==> config.mk <==
export PLATFORM = sky130hd
export DESIGN_NAME = parking_gate_arbiter_flat
export DESIGN_NICKNAME = d
export VERILOG_FILES = /design/src/rtl/parking_gate_arbiter_if.sv /design/src/rtl/parking_gate_arbiter.sv /design/src/flat_wrapper.sv
export SDC_FILE = /design/constraint.sdc
export NUM_CORES = 1
export LEC_CHECK = 0
export ABC_AREA = 1
export CAP_MARGIN = 15
export CORE_MARGIN = 5
export CORE_UTILIZATION = 55
export CTS_BUF_LIST = sky130_fd_sc_hd__clkbuf_16
export CTS_CLUSTER_DIAMETER = 30
export CTS_CLUSTER_SIZE = 14
export DETAILED_ROUTE_END_ITERATION = 6
export PLACE_DENSITY = 0.8
export SETUP_SLACK_MARGIN = 0.4
export SLEW_MARGIN = 10
export SYNTH_ARGS = -nofsm -noshare
export SYNTH_HDL_FRONTEND = slang
export SYNTH_SLANG_ARGS = --single-unit
export TNS_END_PERCENT = 20
==> constraint.sdc <==
create_clock -name clk -period 2.1 [get_ports clk]
set_clock_uncertainty 0.05 [all_clocks]
set_input_delay 0.21 -clock clk [delete_from_list [all_inputs] [get_ports clk]]
set_output_delay 0.21 -clock clk [all_outputs]
set_load 0.01 [all_outputs]
==> src/rtl/parking_gate_arbiter_if.sv <==
// Lane request/grant, passage sensor and display signals of the parking barrier arbiter.
// The slave modport is the arbiter's view; the master modport is the lane/sensor side.
interface parking_gate_arbiter_if;
  logic       req_in;
  logic       req_out;
  logic       senzor_trecere;
  logic       gnt_in;
  logic       gnt_out;
  logic       bariera;
  logic [7:0] afisare_locuri;
  logic       parcare_full;
  logic       timeout;
  logic       busy;

  modport master (
    output req_in,
    output req_out,
    output senzor_trecere,
    input  gnt_in,
    input  gnt_out,
    input  bariera,
    input  afisare_locuri,
    input  parcare_full,
    input  timeout,
    input  busy
  );

  modport slave (
    input  req_in,
    input  req_out,
    input  senzor_trecere,
    output gnt_in,
    output gnt_out,
    output bariera,
    output afisare_locuri,
    output parcare_full,
    output timeout,
    output busy
  );
endinterface

==> src/rtl/parking_gate_arbiter.sv <==
// Round-robin arbiter sharing one parking barrier between entry and exit lanes,
// tracking occupied spaces and abandoning passages that never reach the sensor.
module parking_gate_arbiter #(
  parameter int unsigned CAPACITY = 255,
  parameter int unsigned TIMEOUT  = 16
) (
  input logic                   clk,
  input logic                   reset,
  parking_gate_arbiter_if.slave bus
);

  localparam logic [7:0] CapVal     = 8'(CAPACITY);
  localparam logic [7:0] TimeoutVal = 8'(TIMEOUT);

  typedef enum logic [1:0] {StIdle, StOpen, StWaitPass} state_e;

  state_e     state_q;
  logic [7:0] count_q;
  logic [7:0] wait_q;
  logic       full_q;
  logic       last_exit_q;
  logic       lane_exit_q;
  logic       gnt_in_q;
  logic       gnt_out_q;
  logic       bariera_q;
  logic       timeout_q;
  logic       busy_q;

  logic       elig_in;
  logic       elig_out;
  logic       win;
  logic       pick_exit;
  logic [7:0] count_d;
  logic [7:0] wait_d;

  // Eligibility is judged on the registered count, so a passage that fills the
  // lot can never race with an entry grant.
  always_comb begin
    elig_in   = bus.req_in & ~full_q;
    elig_out  = bus.req_out & (count_q != 8'd0);
    win       = elig_in | elig_out;
    pick_exit = elig_out & (~elig_in | ~last_exit_q);
    count_d   = lane_exit_q ? (count_q - 8'd1) : (count_q + 8'd1);
    wait_d    = wait_q + 8'd1;
  end

  always_ff @(posedge clk) begin
    if (reset) begin
      state_q     <= StIdle;
      count_q     <= 8'd0;
      wait_q      <= 8'd0;
      full_q      <= 1'b0;
      last_exit_q <= 1'b1;
      lane_exit_q <= 1'b0;
      gnt_in_q    <= 1'b0;
      gnt_out_q   <= 1'b0;
      bariera_q   <= 1'b0;
      timeout_q   <= 1'b0;
      busy_q      <= 1'b0;
    end else begin
      gnt_in_q  <= 1'b0;
      gnt_out_q <= 1'b0;
      bariera_q <= 1'b0;
      timeout_q <= 1'b0;
      unique case (state_q)
        StIdle: begin
          if (win) begin
            state_q     <= StOpen;
            lane_exit_q <= pick_exit;
            last_exit_q <= pick_exit;
            gnt_in_q    <= ~pick_exit;
            gnt_out_q   <= pick_exit;
            bariera_q   <= 1'b1;
            busy_q      <= 1'b1;
          end
        end
        StOpen: begin
          state_q <= StWaitPass;
          wait_q  <= 8'd0;
        end
        StWaitPass: begin
          // Sensor takes priority over a timeout expiring on the same edge.
          if (bus.senzor_trecere) begin
            count_q <= count_d;
            full_q  <= (count_d == CapVal);
            state_q <= StIdle;
            busy_q  <= 1'b0;
          end else if (wait_d == TimeoutVal) begin
            timeout_q <= 1'b1;
            state_q   <= StIdle;
            busy_q    <= 1'b0;
          end else begin
            wait_q <= wait_d;
          end
        end
        default: begin
          state_q <= StIdle;
          busy_q  <= 1'b0;
        end
      endcase
    end
  end

  assign bus.gnt_in         = gnt_in_q;
  assign bus.gnt_out        = gnt_out_q;
  assign bus.bariera        = bariera_q;
  assign bus.afisare_locuri = count_q;
  assign bus.parcare_full   = full_q;
  assign bus.timeout        = timeout_q;
  assign bus.busy           = busy_q;

endmodule
==> src/flat_wrapper.sv <==
// flat-port wrapper written by rule: the top's interface ports become plain ports
module parking_gate_arbiter_flat 
#(
  parameter int unsigned CAPACITY = 255,
  parameter int unsigned TIMEOUT  = 16
)
  (clk, reset, bus_req_in, bus_req_out, bus_senzor_trecere, bus_gnt_in, bus_gnt_out, bus_bariera, bus_afisare_locuri, bus_parcare_full, bus_timeout, bus_busy);
  parking_gate_arbiter_if bus_i ();
  input logic clk;
  input logic reset;
  input wire logic [$bits(bus_i.req_in)-1:0] bus_req_in;
  input wire logic [$bits(bus_i.req_out)-1:0] bus_req_out;
  input wire logic [$bits(bus_i.senzor_trecere)-1:0] bus_senzor_trecere;
  output wire logic [$bits(bus_i.gnt_in)-1:0] bus_gnt_in;
  output wire logic [$bits(bus_i.gnt_out)-1:0] bus_gnt_out;
  output wire logic [$bits(bus_i.bariera)-1:0] bus_bariera;
  output wire logic [$bits(bus_i.afisare_locuri)-1:0] bus_afisare_locuri;
  output wire logic [$bits(bus_i.parcare_full)-1:0] bus_parcare_full;
  output wire logic [$bits(bus_i.timeout)-1:0] bus_timeout;
  output wire logic [$bits(bus_i.busy)-1:0] bus_busy;
  assign bus_i.req_in = bus_req_in;
  assign bus_i.req_out = bus_req_out;
  assign bus_i.senzor_trecere = bus_senzor_trecere;
  assign bus_gnt_in = bus_i.gnt_in;
  assign bus_gnt_out = bus_i.gnt_out;
  assign bus_bariera = bus_i.bariera;
  assign bus_afisare_locuri = bus_i.afisare_locuri;
  assign bus_parcare_full = bus_i.parcare_full;
  assign bus_timeout = bus_i.timeout;
  assign bus_busy = bus_i.busy;
  parking_gate_arbiter #(.CAPACITY(CAPACITY), .TIMEOUT(TIMEOUT)) u_core (.clk(clk), .reset(reset), .bus(bus_i));
endmodule
=== Yosys cells after proc, flatten, opt, wreduce, memory -nomap -nowiden ===
Index checks and enable logic that the tools add are counted.
Widths: inputs -> output; s select.

* Shifts and indexed selects: 0
* $mul: 0
* Reductions and logical operators: 11
* Equal/unequal tests: 8
* Multiplexer cells: 14
* Divide/modulo/power cells: 0
* $add $sub $neg: 3
* Bitwise operators: 13
* Order comparisons: 0

{| class="wikitable"
|+ Operators with widths
! operator !! number
|-
| $mux 8 || 3
|-
| $add 8x1->8 const B || 2
|-
| $pmux 8 s2 || 1
|-
| $eq 8x5->1 const B || 1
|-
| $eq 8x8->1 const B || 1
|-
| $not 1->1 || 8
|-
| $reduce_bool 8->1 || 1
|-
| $sub 8x1->8 const B || 1
|-
| $mux 2 || 3
|-
| $pmux 2 s3 || 1
|-
| $reduce_and 2->1 || 3
|-
| $reduce_and 3->1 || 2
|-
| $reduce_or 3->1 || 2
|-
| $mux 1 || 5
|-
| $ne 2x2->1 const B || 2
|-
| $and 1x1->1 || 3
|-
| $ne 3x2->1 const B || 1
|-
| $pmux 1 s3 || 1
|-
| $eq 2x1->1 const B || 1
|-
| $eq 2x2->1 const B || 1
|-
| $logic_not 2->1 || 1
|-
| $ne 2x1->1 const B || 1
|-
| $or 1x1->1 || 2
|-
| $reduce_bool 2->1 || 1
|-
| $reduce_or 2->1 || 1
|}

* Bits in read-only memories: 0
* Memory bits (writable): 0
* Input port bits: 5
* Bits in latches: 0
* Memories: 0
* Flip-flop bits (word level): 26
* Output and inout bits: 14

=== Depth between registers and ports, before layout ===
Gate-level depths: netlist of run 1.

* Depth in word-level cells: 6
* Mapped depth: 12

=== Worst setup path before layout of run 1 ===
Ideal clock, no wire load.

* Path kind: register to register
* Start: register u_core.count_q[0], in the netlist u_core.bus.afisare_locuri[0]
* End: register u_core.full_q, in the netlist u_core.bus.parcare_full
* Arrival: 1.542 ns
* Slack: 0.437 ns
* Required time: 1.979 ns
* Library setup time: 0.071 ns
* Stages on the path, launching flop included: 9
* Cells stage by stage: dfxtp_1 inv_1 fa_1 xor2_1 nor2_1 nand3_1 nor2_1 nand3_1 a21oi_1

* Longest elaborated chain between the ends: 3
* Elaborated cells on any way between the ends: 4

{| class="wikitable"
|+ Ends and longest elaborated chain
! item !! line !! text
|-
| from (decl) || parking_gate_arbiter.sv:18 || <nowiki>logic [7:0] count_q;</nowiki>
|-
| from (signal assigned) || parking_gate_arbiter.sv:84 || <nowiki>count_q <= count_d;</nowiki>
|-
| $add 8x1->8 or $sub 8x1->8 (tied branches) || parking_gate_arbiter.sv:43 || <nowiki>count_d = lane_exit_q ? (count_q - 8'd1) : (count_q + 8'd1);</nowiki>
|-
| $mux 8 (*) || parking_gate_arbiter.sv:43 ||
|-
| via u_core.count_d[0] || parking_gate_arbiter.sv:33 || <nowiki>logic [7:0] count_d;</nowiki>
|-
| $eq 8x8->1 (*) || parking_gate_arbiter.sv:85 || <nowiki>full_q <= (count_d == CapVal);</nowiki>
|-
| to (signal assigned) || parking_gate_arbiter.sv:85 ||
|-
| to (decl) || parking_gate_arbiter.sv:20 || <nowiki>logic full_q;</nowiki>
|}

The timed path passes the listed nets; every way through them passes the cells marked *.
A chain may end at the register's enable or synchronous reset.

=== Worst setup path in the final report of run 1 ===
* Start: register u_core.lane_exit_q
* End: register u_core.full_q, in the netlist u_core.bus.parcare_full

* Longest elaborated chain between the ends: 2

{| class="wikitable"
|+ Ends and longest elaborated chain
! item !! line !! text
|-
| from (decl) || parking_gate_arbiter.sv:22 || <nowiki>logic lane_exit_q;</nowiki>
|-
| from (signal assigned) || parking_gate_arbiter.sv:69 || <nowiki>lane_exit_q <= pick_exit;</nowiki>
|-
| $mux 8 || parking_gate_arbiter.sv:43 ||
|-
| $eq 8x8->1 || parking_gate_arbiter.sv:85 ||
|}

Every way passes these cells.

==> run_results.csv, run 1 <==
group,metric,value,unit
clock_network,cts_tree,"built",
timing,hold_violations,0,
yosys,synth.distinct_cells,29,
timing,period_share,0.791,
yosys,synthArstFlopShare,0,
global_route,grt_pass1_vias,1545,
clock_network,path_clk_slew,0.07,ns
clock_network,h-tree-depth,1,
critical_path,critPathMaxStageDelay,0.39,ns
timing,holdWs,0.439,ns
clock_network,cts_root_buffer,"clkbuf_16",
global_route,grt_max_degree,17,
cells_and_area,layout-drive-gt1-share,0.160,
timing,tightest_slew,0.490,ns
clock_network,clockBufferDepth,2,
critical_path,crit_arrival,1.81,ns
placement,port-buffer-count,18,
run,maxCapViolCount,0,
drt,post_drt_wl_per_cell,12.8,um
yosys,yosys.cell_count.top_type,"nand2_1",
drt,wirelength,3.82,mm
yosys,synth_seq_area_share,0.325,
critical_path,worstPathRequired,2.25,ns
global_route,grt_pass1_wl,6.45,mm
critical_path,critPathLaunchType,"flip-flop",
critical_path,slowest_stage,"dfxtp_4",
floorplanning,core_area,2780,um^2
yosys,yosys-top-cells-count,"nand2_1 (59), inv_1 (40), nor2_1 (30)",
cells_and_area,nets,283,
yosys,synth_top_area_frac,0.325,
critical_path,path_delay_family,"simple AND/OR/NAND/NOR gates",
floorplanning,initial_core_util,0.575,
floorplanning,die_h,63.9,um
outcome,status,"finished, final reports clean",
floorplanning,die_w,63.9,um
cells_and_area,antenna_cells,0,
global_route,grt.total_usage,0.188,
global_route,antenna_found_initial,0,
cells_and_area,area_delta_synth_final,29.2,%
yosys,avgSynthCellArea,6.56,um^2
yosys,synthTopCellsByArea,"dfxtp_1 (33%), nand2_1 (14%), inv_1 (9.4%)",
pwr,p_leak,0.957,nW
yosys,synth_seq_cells,26,
yosys,synth_fp_nets,258,
hold_path,hp-class,"flip-flop to flip-flop",
drt,dr.pass1.iters,4,
critical_path,crit_chain,"ha_1, a21oi_1, nand3_1, nand2_1, nand2_1, nor2_1, nand3_1, a21oi_2",
global_route,gr-total-overflow,0,
drt,via_per_inst,5.35,
timing,finalSetupViolations,0,
timing,fin_setup_tns,0,ns
critical_path,crit_type,"flip-flop to flip-flop",
pwr,p_per_area,691,nW/um^2
floorplanning,rows,19,
yosys,syn_inst,244,
drt,drcViolationCount,0,
cells_and_area,fill_cells,210,
yosys,yosysWarnings,0,
yosys,synth-main-ff-cell,"dfxtp_1",
timing,clock.fmax,602,MHz
timing,slew_viol_final,0,
drt,route.vias.total,1600,
timing,max_slew_margin,0.673,
timing,rsz0062_at_grt,"true",
placement,gp_congestion,0.839,
drt,drtIter0Drc,132,
drt,ant_nets,0,
floorplanning,ioPinCount,19,
pwr,peakVddDrop,629,uV
yosys,synth_edf_count,0,
critical_path,worstPathMaxFanout,7,
floorplanning,die-area,4090,um^2
clock_network,clock_latency,0.26,ns
yosys,synth_area_leader_cell,"dfxtp_1",
clock_network,cts-buffers-inserted,3,
placement,dp_hpwl,2.55,mm
clock_network,hold_buffers,0,
critical_path,end_kind,"flip-flop",
critical_path,cp.buffers_inverters,0,
clock_network,clock_sinks,26,
yosys,synthesis.area,1600,um^2
timing,finalCriticalPeriod,1.66,ns
-- stage by stage --
step / utilization / cells / power [mW] / worst slack (ns) / area, um^2
finish: 0.744 / 299 / 1.43 / 0.439 / 2070
global route: 0.744 / 299 / 1.51 / 0.355 / 2070
CTS: 0.691 / 294 / 1.41 / 0.398 / 1920
detailed placement: 0.649 / 290 / 0.847 / 0.293 / 1800
global placement: 0.649 / 290 / 0.840 / 0.363 / 1800
floorplan: - / 244 / 0.764 / 0.437 / 1600
-- where the power goes --
part | total [mW] | internal, mW | switching [mW]
combinational | 0.296 | 0.129 | 0.167
sequential | 0.574 | 0.533 | 0.0414
clock | 0.560 | 0.379 | 0.180
-- worst register-to-register path: cells and delay by family, from the launching register on --
family	cells	cell delay (ns)
simple gates	5	0.43
compound gates	2	0.38
flops	1	0.39
fa+ha+maj	1	0.36
-- cell families (layout without fill, tap and decap cells) --
family                   after synthesis  in the layout  share of synthesized area
AND/OR/NAND/NOR                      129            130                      0.354
buffers and inverters                 46             69                      0.117
AO/OA/AOI/OAI                         30             30                      0.106
flip-flops                            26             26                      0.325
adder cells (fa/ha/maj)                9              9                     0.0751
XOR/XNOR                               4              4                     0.0219
-- layout make-up --
cell class | instances | area [um^2] | area share
Sequential cell | 26 | 537 | 0.260
Multi-Input combinational cell | 173 | 1000 | 0.486
Clock buffer | 3 | 75.1 | 0.0363
Tap cell | 31 | 38.8 | 0.0188
Timing Repair Buffer | 25 | 233 | 0.113
Clock inverter | 1 | 30.0 | 0.0145
Inverter | 40 | 150 | 0.0726
-- routing by layer --
layer  global-route usage  part of all wire  vias up  routed length (um)
met1                0.259              0.44      719                1690
met5                    0                 0        -                   0
met3               0.0228             0.055        2                 211
met2                0.307              0.50       51                1890
li1                     -                 -      828                   -
met4               0.0571            0.0050        0                  19
-- cell usage in the layout (no fill, tap or decap), types with 2 or more instances in the layout --
master           instances
a21oi_1                 15
a21oi_2                  2
buf_4                    7
clkbuf_16                3
clkdlybuf4s50_1         18
dfxtp_1                 19
dfxtp_2                  4
dfxtp_4                  3
ha_1                     3
ha_4                     5
inv_1                   37
inv_2                    3
nand2_1                 58
nand2_2                  3
nand3_1                 23
nand3_2                  2
nand4_1                  5
nor2_1                  28
nor2_2                   4
o211ai_1                 3
o21ai_0                  6
xor2_1                   3
-- worst paths after layout --
check / startpoint / end / slack, ns / cells past startpoint
setup reg to reg: u_core.lane_exit_q$_SDFFE_PP0P_ / u_core.bus.parcare_full$_SDFFE_PP0P_ / 0.44 / 8
hold reg to reg: u_core.last_exit_q$_SDFFE_PP1P_ / u_core.last_exit_q$_SDFFE_PP1P_ / 0.44 / 2
hold / removal: u_core.last_exit_q$_SDFFE_PP1P_ / u_core.last_exit_q$_SDFFE_PP1P_ / 0.44 / 2
setup / recovery: u_core.lane_exit_q$_SDFFE_PP0P_ / u_core.bus.parcare_full$_SDFFE_PP0P_ / 0.44 / 8
-- repair_timing --
action | 4_1_cts | 5_1_grt
buffers inserted | 0 | 4
setup endpoints to repair | 13 | 14
gates cloned | 0 | 1
pin swaps | 0 | 7
gates resized for setup | 8 | 21
Power figures use the tool's default switching activity.
==> inputs of run 2 (changes only) <==
--- a/config.mk
+++ b/config.mk
@@ -8,12 +8,12 @@
 export ABC_AREA = 1
 export CAP_MARGIN = 15
 export CORE_MARGIN = 5
-export CORE_UTILIZATION = 55
+export CORE_UTILIZATION = 50
 export CTS_BUF_LIST = sky130_fd_sc_hd__clkbuf_16
 export CTS_CLUSTER_DIAMETER = 30
 export CTS_CLUSTER_SIZE = 14
 export DETAILED_ROUTE_END_ITERATION = 6
-export PLACE_DENSITY = 0.8
+export PLACE_DENSITY = 0.76
 export SETUP_SLACK_MARGIN = 0.4
 export SLEW_MARGIN = 10
 export SYNTH_ARGS = -nofsm -noshare
==> constraint.sdc (replaced) <==
create_clock -name clk -period 1.4 [get_ports clk]
set_clock_uncertainty 0.05 [all_clocks]
set_input_delay 0.14 -clock clk [delete_from_list [all_inputs] [get_ports clk]]
set_output_delay 0.14 -clock clk [all_outputs]
set_load 0.01 [all_outputs]
==> run_results.csv, run 2 (synthesis gave the netlist of run 1 again) <==
group,metric,value,unit
outcome,status,"finished, violations left",
outcome,violations,"setup timing",
clock_network,path_clk_slew,0.08,ns
hold_path,whs_path_depth,2,
clock_network,hold_buffers,0,
drt,drcViolationCount,0,
timing,period_share,1.27,
placement,gp_congestion,0.898,
floorplanning,ioPinCount,19,
global_route,grt_pass1_vias,1982,
placement,port-buffer-count,18,
global_route,antenna_found_initial,0,
timing,slew_viol_final,0,
cells_and_area,fill_cells,138,
timing,tightest_slew,0.536,ns
global_route,grt_max_degree,16,
pwr,p_leak,1.32,nW
critical_path,crit_arrival,1.94,ns
clock_network,clock_sinks,26,
global_route,grt.total_usage,0.263,
critical_path,cp.buffers_inverters,1,
critical_path,crit_type,"flip-flop to flip-flop",
critical_path,worstPathRequired,1.56,ns
clock_network,cts_root_buffer,"clkbuf_16",
cells_and_area,stdcell_count,351,
cells_and_area,layout_common_cells,"nand2_1 (44), buf_4 (38), inv_1 (34)",
cells_and_area,ff_latch_area,567,um^2
placement,dp_hpwl,2.87,mm
clock_network,cts-buffers-inserted,3,
placement,dp_cells,334,
cells_and_area,layout-drive-gt1-share,0.472,
critical_path,critPathLaunchType,"flip-flop",
critical_path,r2r_end,"u_core.bus.parcare_full$_SDFFE_PP0P_",
floorplanning,initial_core_util,0.524,
floorplanning,die_h,66.6,um
floorplanning,die-area,4430,um^2
drt,via_per_inst,5.89,
critical_path,slowest_stage,"dfxtp_4",
hold_path,hp-class,"flip-flop to flip-flop",
pwr,p_per_area,915,nW/um^2
timing,fin_setup_tns,-4.11,ns
critical_path,path_delay_family,"simple AND/OR/NAND/NOR gates",
pwr,peakVddDrop,736,uV
clock_network,clock_latency,0.27,ns
drt,wirelength,6.45,mm
critical_path,worstPathMaxFanout,6,
timing,rsz0062_at_grt,"true",
clock_network,clockBufferDepth,2,
clock_network,h-tree-depth,1,
critical_path,r2r_cells,9,
drt,ant_nets,0,
clock_network,cts_tree,"built",
global_route,grt_pass1_wl,9.03,mm
cells_and_area,final_common_cell,"nand2_1",
drt,drtIter0Drc,353,
hold_path,hold_end,"u_core.bus.parcare_full$_SDFFE_PP0P_",
timing,finalSetupViolations,22,
timing,clock.fmax,562,MHz
floorplanning,die_w,66.6,um
drt,post_drt_wl_per_cell,18.4,um
timing,fin_ws,-0.380,ns
cells_and_area,final_core_util,0.882,
cells_and_area,multi_input_comb_area,1230,um^2
hold_path,hold_start,"u_core.bus.parcare_full$_SDFFE_PP0P_",
timing,max_slew_margin,0.642,
critical_path,r2r_slack,-0.38,ns
timing,finalCriticalPeriod,1.78,ns
critical_path,r2r_start,"u_core.lane_exit_q$_SDFFE_PP0P_",
drt,dr.pass1.iters,7,
critical_path,crit_chain,"buf_4, ha_4, a21oi_1, nand3_1, nand2_1, nand2_2, nor2_2, nand3_2, a21oi_2",
cells_and_area,area_delta_synth_final,68.3,%
run,maxCapViolCount,0,
global_route,gr-total-overflow,0,
cells_and_area,nets,322,
critical_path,critPathMaxStageDelay,0.45,ns
drt,route.vias.total,2067,
cells_and_area,antenna_cells,0,
floorplanning,core_area,3050,um^2
floorplanning,rows,20,
timing,hold_violations,0,
critical_path,end_kind,"flip-flop",
-- run 2: cell count changes in the layout (fill, tap and decap cells not counted), moves of 12 or more --
cell | before | now
buf_4 | 7 | 38
buf_6 | 0 | 14
clkdlybuf4s50_1 | 18 | 4
nand2_1 | 58 | 44
nand3_1 | 23 | 10
nand2_2 | 3 | 15
nand3_2 | 2 | 14
-- run 2: per-layer routing --
layer	up-vias	part of all wire	global-route usage	wire, um
met4	0	0.045	0.102	289
met3	37	0.081	0.0489	520
li1	904	-	-	-
met2	138	0.49	0.468	3170
met5	-	0	0	0
met1	988	0.38	0.309	2470
-- run 2: worst register-to-register path, stage by stage (launching register included) --
cell and delay (ns):
dfxtp_4 0.45, buf_4 0.15, ha_4 0.21, a21oi_1 0.22
nand3_1 0.11, nand2_1 0.10, nand2_2 0.08, nor2_2 0.13
nand3_2 0.11, a21oi_2 0.12
-- run 2: final cells by class --
class	instances	area share
Tap cell	44	0.0204
Clock inverter	1	0.0111
Clock buffer	3	0.0279
Multi-Input combinational cell	173	0.456
Inverter	40	0.0557
Sequential cell	26	0.210
Timing Repair Buffer	64	0.218
-- run 2: worst max path at each step --
stage,start,end,slack [ns],cells past startpoint
3_3_place_gp,u_core.lane_exit_q$_SDFFE_PP0P_,u_core.bus.parcare_full$_SDFFE_PP0P_,-0.32,9
5_1_grt,u_core.lane_exit_q$_SDFFE_PP0P_,u_core.bus.afisare_locuri[7]$_SDFFE_PP0P_,-0.49,12
2_1_floorplan,u_core.lane_exit_q$_SDFFE_PP0P_,u_core.bus.parcare_full$_SDFFE_PP0P_,-0.07,9
4_1_cts,u_core.lane_exit_q$_SDFFE_PP0P_,u_core.bus.parcare_full$_SDFFE_PP0P_,-0.29,8
6_report,u_core.lane_exit_q$_SDFFE_PP0P_,u_core.bus.parcare_full$_SDFFE_PP0P_,-0.38,9
3_5_place_dp,u_core.lane_exit_q$_SDFFE_PP0P_,u_core.bus.parcare_full$_SDFFE_PP0P_,-0.30,9
-- run 2: metrics by stage --
stage	setup WS, ns	total power [mW]	hold slack [ns]	instance area (um^2)
floorplan	-0.0663	1.15	0.169	1640
global placement	-0.323	1.37	0.411	2110
detailed placement	-0.298	1.38	0.429	2110
CTS	-0.287	2.32	0.446	2490
global route	-0.486	2.56	0.478	2690
finish	-0.380	2.47	0.453	2690
-- run 2: where the power goes --
part           leakage, nW  switching (mW)  total (mW)  internal [mW]
Sequential           0.222          0.0789       0.874          0.795
Combinational         1.05           0.373       0.714          0.342
Clock               0.0511           0.307       0.878          0.571
Total                 1.32           0.759        2.47           1.71
-- run 2: timing repair --
item / in CTS / in global routing
resized for setup: 85 / 54
endpoints found under the setup margin: 40 / 40
cloned: 1 / 0
pin swaps: 20 / 16
setup buffers: 9 / 3
==> inputs of run 3 (changes only) <==
--- a/config.mk
+++ b/config.mk
@@ -15,6 +15,7 @@
 export DETAILED_ROUTE_END_ITERATION = 6
 export PLACE_DENSITY = 0.76
 export SETUP_SLACK_MARGIN = 0.4
+export SKIP_CTS_REPAIR_TIMING = 1
 export SLEW_MARGIN = 10
 export SYNTH_ARGS = -nofsm -noshare
 export SYNTH_HDL_FRONTEND = slang
==> run_results.csv, run 3 (synthesis gave the netlist of run 1 again) <==
group,metric,value,unit
outcome,status,"finished, violations left",
outcome,violations,"setup timing",
cells_and_area,final_area,2540,um^2
global_route,grt_max_degree,16,
timing,hold_violations,0,
critical_path,crit_chain,"buf_6, ha_4, nand2_1, nand2_2, inv_2, nand2_2, nand2_2, nand2_1, nand2_1, nand2_1, nand3_2, a21oi_2",
global_route,antenna_found_initial,0,
placement,dp_cells,334,
cells_and_area,fill_cells,161,
clock_network,cts-buffers-inserted,3,
critical_path,crit_type,"flip-flop to flip-flop",
clock_network,path_clk_slew,0.07,ns
timing,max_slew_margin,0.549,
cells_and_area,final_common_cell,"nand2_1",
drt,post_drt_wl_per_cell,15.8,um
drt,drcViolationCount,0,
clock_network,cts_tree,"built",
critical_path,cp.buffers_inverters,2,
placement,placed_area,2110,um^2
cells_and_area,layout_common_cells,"nand2_1 (45), buf_4 (36), inv_1 (34)",
critical_path,worstPathRequired,1.56,ns
global_route,grt_pass1_vias,1705,
pwr,p_per_area,943,nW/um^2
pwr,power,2.40,mW
clock_network,cts_root_buffer,"clkbuf_16",
drt,ant_nets,0,
placement,gp_congestion,0.898,
floorplanning,core_area,3050,um^2
floorplanning,die_w,66.6,um
cells_and_area,nets,317,
floorplanning,initial_core_util,0.524,
drt,dr.pass1.iters,5,
placement,dp_hpwl,2.87,mm
cells_and_area,antenna_cells,0,
timing,rsz0062_at_grt,"true",
cells_and_area,stdcell_count,346,
clock_network,clockBufferDepth,2,
timing,tightest_slew,0.675,ns
floorplanning,rows,20,
global_route,grt.total_usage,0.208,
critical_path,slowest_stage,"dfxtp_4",
timing,slew_viol_final,0,
critical_path,end_kind,"flip-flop",
timing,clock.fmax,542,MHz
clock_network,clock_latency,0.27,ns
cells_and_area,area_delta_synth_final,58.9,%
global_route,grt_pass1_wl,7.22,mm
timing,fin_ws,-0.445,ns
hold_path,hp-class,"flip-flop to flip-flop",
critical_path,crit_arrival,2.00,ns
drt,route.vias.total,1915,
clock_network,h-tree-depth,1,
floorplanning,ioPinCount,19,
timing,finalSetupViolations,18,
floorplanning,die_h,66.6,um
drt,drtIter0Drc,213,
clock_network,clock_sinks,26,
critical_path,critPathMaxStageDelay,0.38,ns
critical_path,path_delay_family,"simple AND/OR/NAND/NOR gates",
critical_path,critPathLaunchType,"flip-flop",
cells_and_area,layout-drive-gt1-share,0.404,
pwr,peakVddDrop,718,uV
timing,finalCriticalPeriod,1.84,ns
critical_path,path_common_cell,"nand2_1",
drt,via_per_inst,5.53,
run,maxCapViolCount,0,
global_route,gr-total-overflow,0,
drt,wirelength,5.47,mm
pwr,p_leak,1.31,nW
placement,port-buffer-count,18,
floorplanning,die-area,4430,um^2
critical_path,worstPathMaxFanout,6,
timing,period_share,1.32,
-- run 3: per-stage QoR --
stage	hold WS (ns)	TNS, ns	worst slack, ns	util
final	0.450	-4.33	-0.445	0.833
after global placement	0.411	-2.52	-0.323	0.691
after CTS	0.446	-3.95	-0.344	0.725
after global routing	0.478	-6.15	-0.491	0.833
after detailed placement	0.429	-2.87	-0.298	0.691
after floorplan	0.169	-0.552	-0.0663	-
-- run 3: worst register-to-register path: cells and delay by family (launching register included) --
kind                     cells  cell delay, ns
AO/OA/AOI/OAI                1            0.14
adder cells (fa/ha/maj)      1            0.29
buffers and inverters        2            0.19
flip-flops                   1            0.38
AND/OR/NAND/NOR              8            0.73
-- run 3: power by group --
group | internal [mW] | switching [mW] | leakage, nW | total [mW]
clock network | 0.570 | 0.295 | 0.0511 | 0.865
logic | 0.319 | 0.351 | 1.04 | 0.670
registers | 0.797 | 0.0656 | 0.220 | 0.862
total | 1.69 | 0.711 | 1.31 | 2.40
-- run 3: path summary, 6_finish.rpt --
kind                                                 startpoint                                   end  slack [ns]  cells after the start
worst max-delay path            u_core.lane_exit_q$_SDFFE_PP0P_  u_core.bus.parcare_full$_SDFFE_PP0P_       -0.44                     12
worst min-delay path            u_core.last_exit_q$_SDFFE_PP1P_       u_core.last_exit_q$_SDFFE_PP1P_        0.45                      2
worst max register to register  u_core.lane_exit_q$_SDFFE_PP0P_  u_core.bus.parcare_full$_SDFFE_PP0P_       -0.44                     12
worst min register to register  u_core.last_exit_q$_SDFFE_PP1P_       u_core.last_exit_q$_SDFFE_PP1P_        0.45                      2
-- run 3: area by class of cell --
cell class	count	area, um^2	share of cell area
clock buffer	3	75.1	0.0295
clock inverter	1	30.0	0.0118
inverter	40	150	0.0591
multi-input combinational	173	1150	0.453
sequential	26	552	0.217
tap	44	55.1	0.0217
timing repair buffer	59	529	0.208
-- run 3: layer usage --
metal	wire [um]	up-vias	part of all wire	GRT usage
met5	0	-	0	0
met4	135	0	0.025	0.0685
met3	359	16	0.066	0.0438
met2	2740	104	0.50	0.359
met1	2230	899	0.41	0.254
li1	-	896	-	-
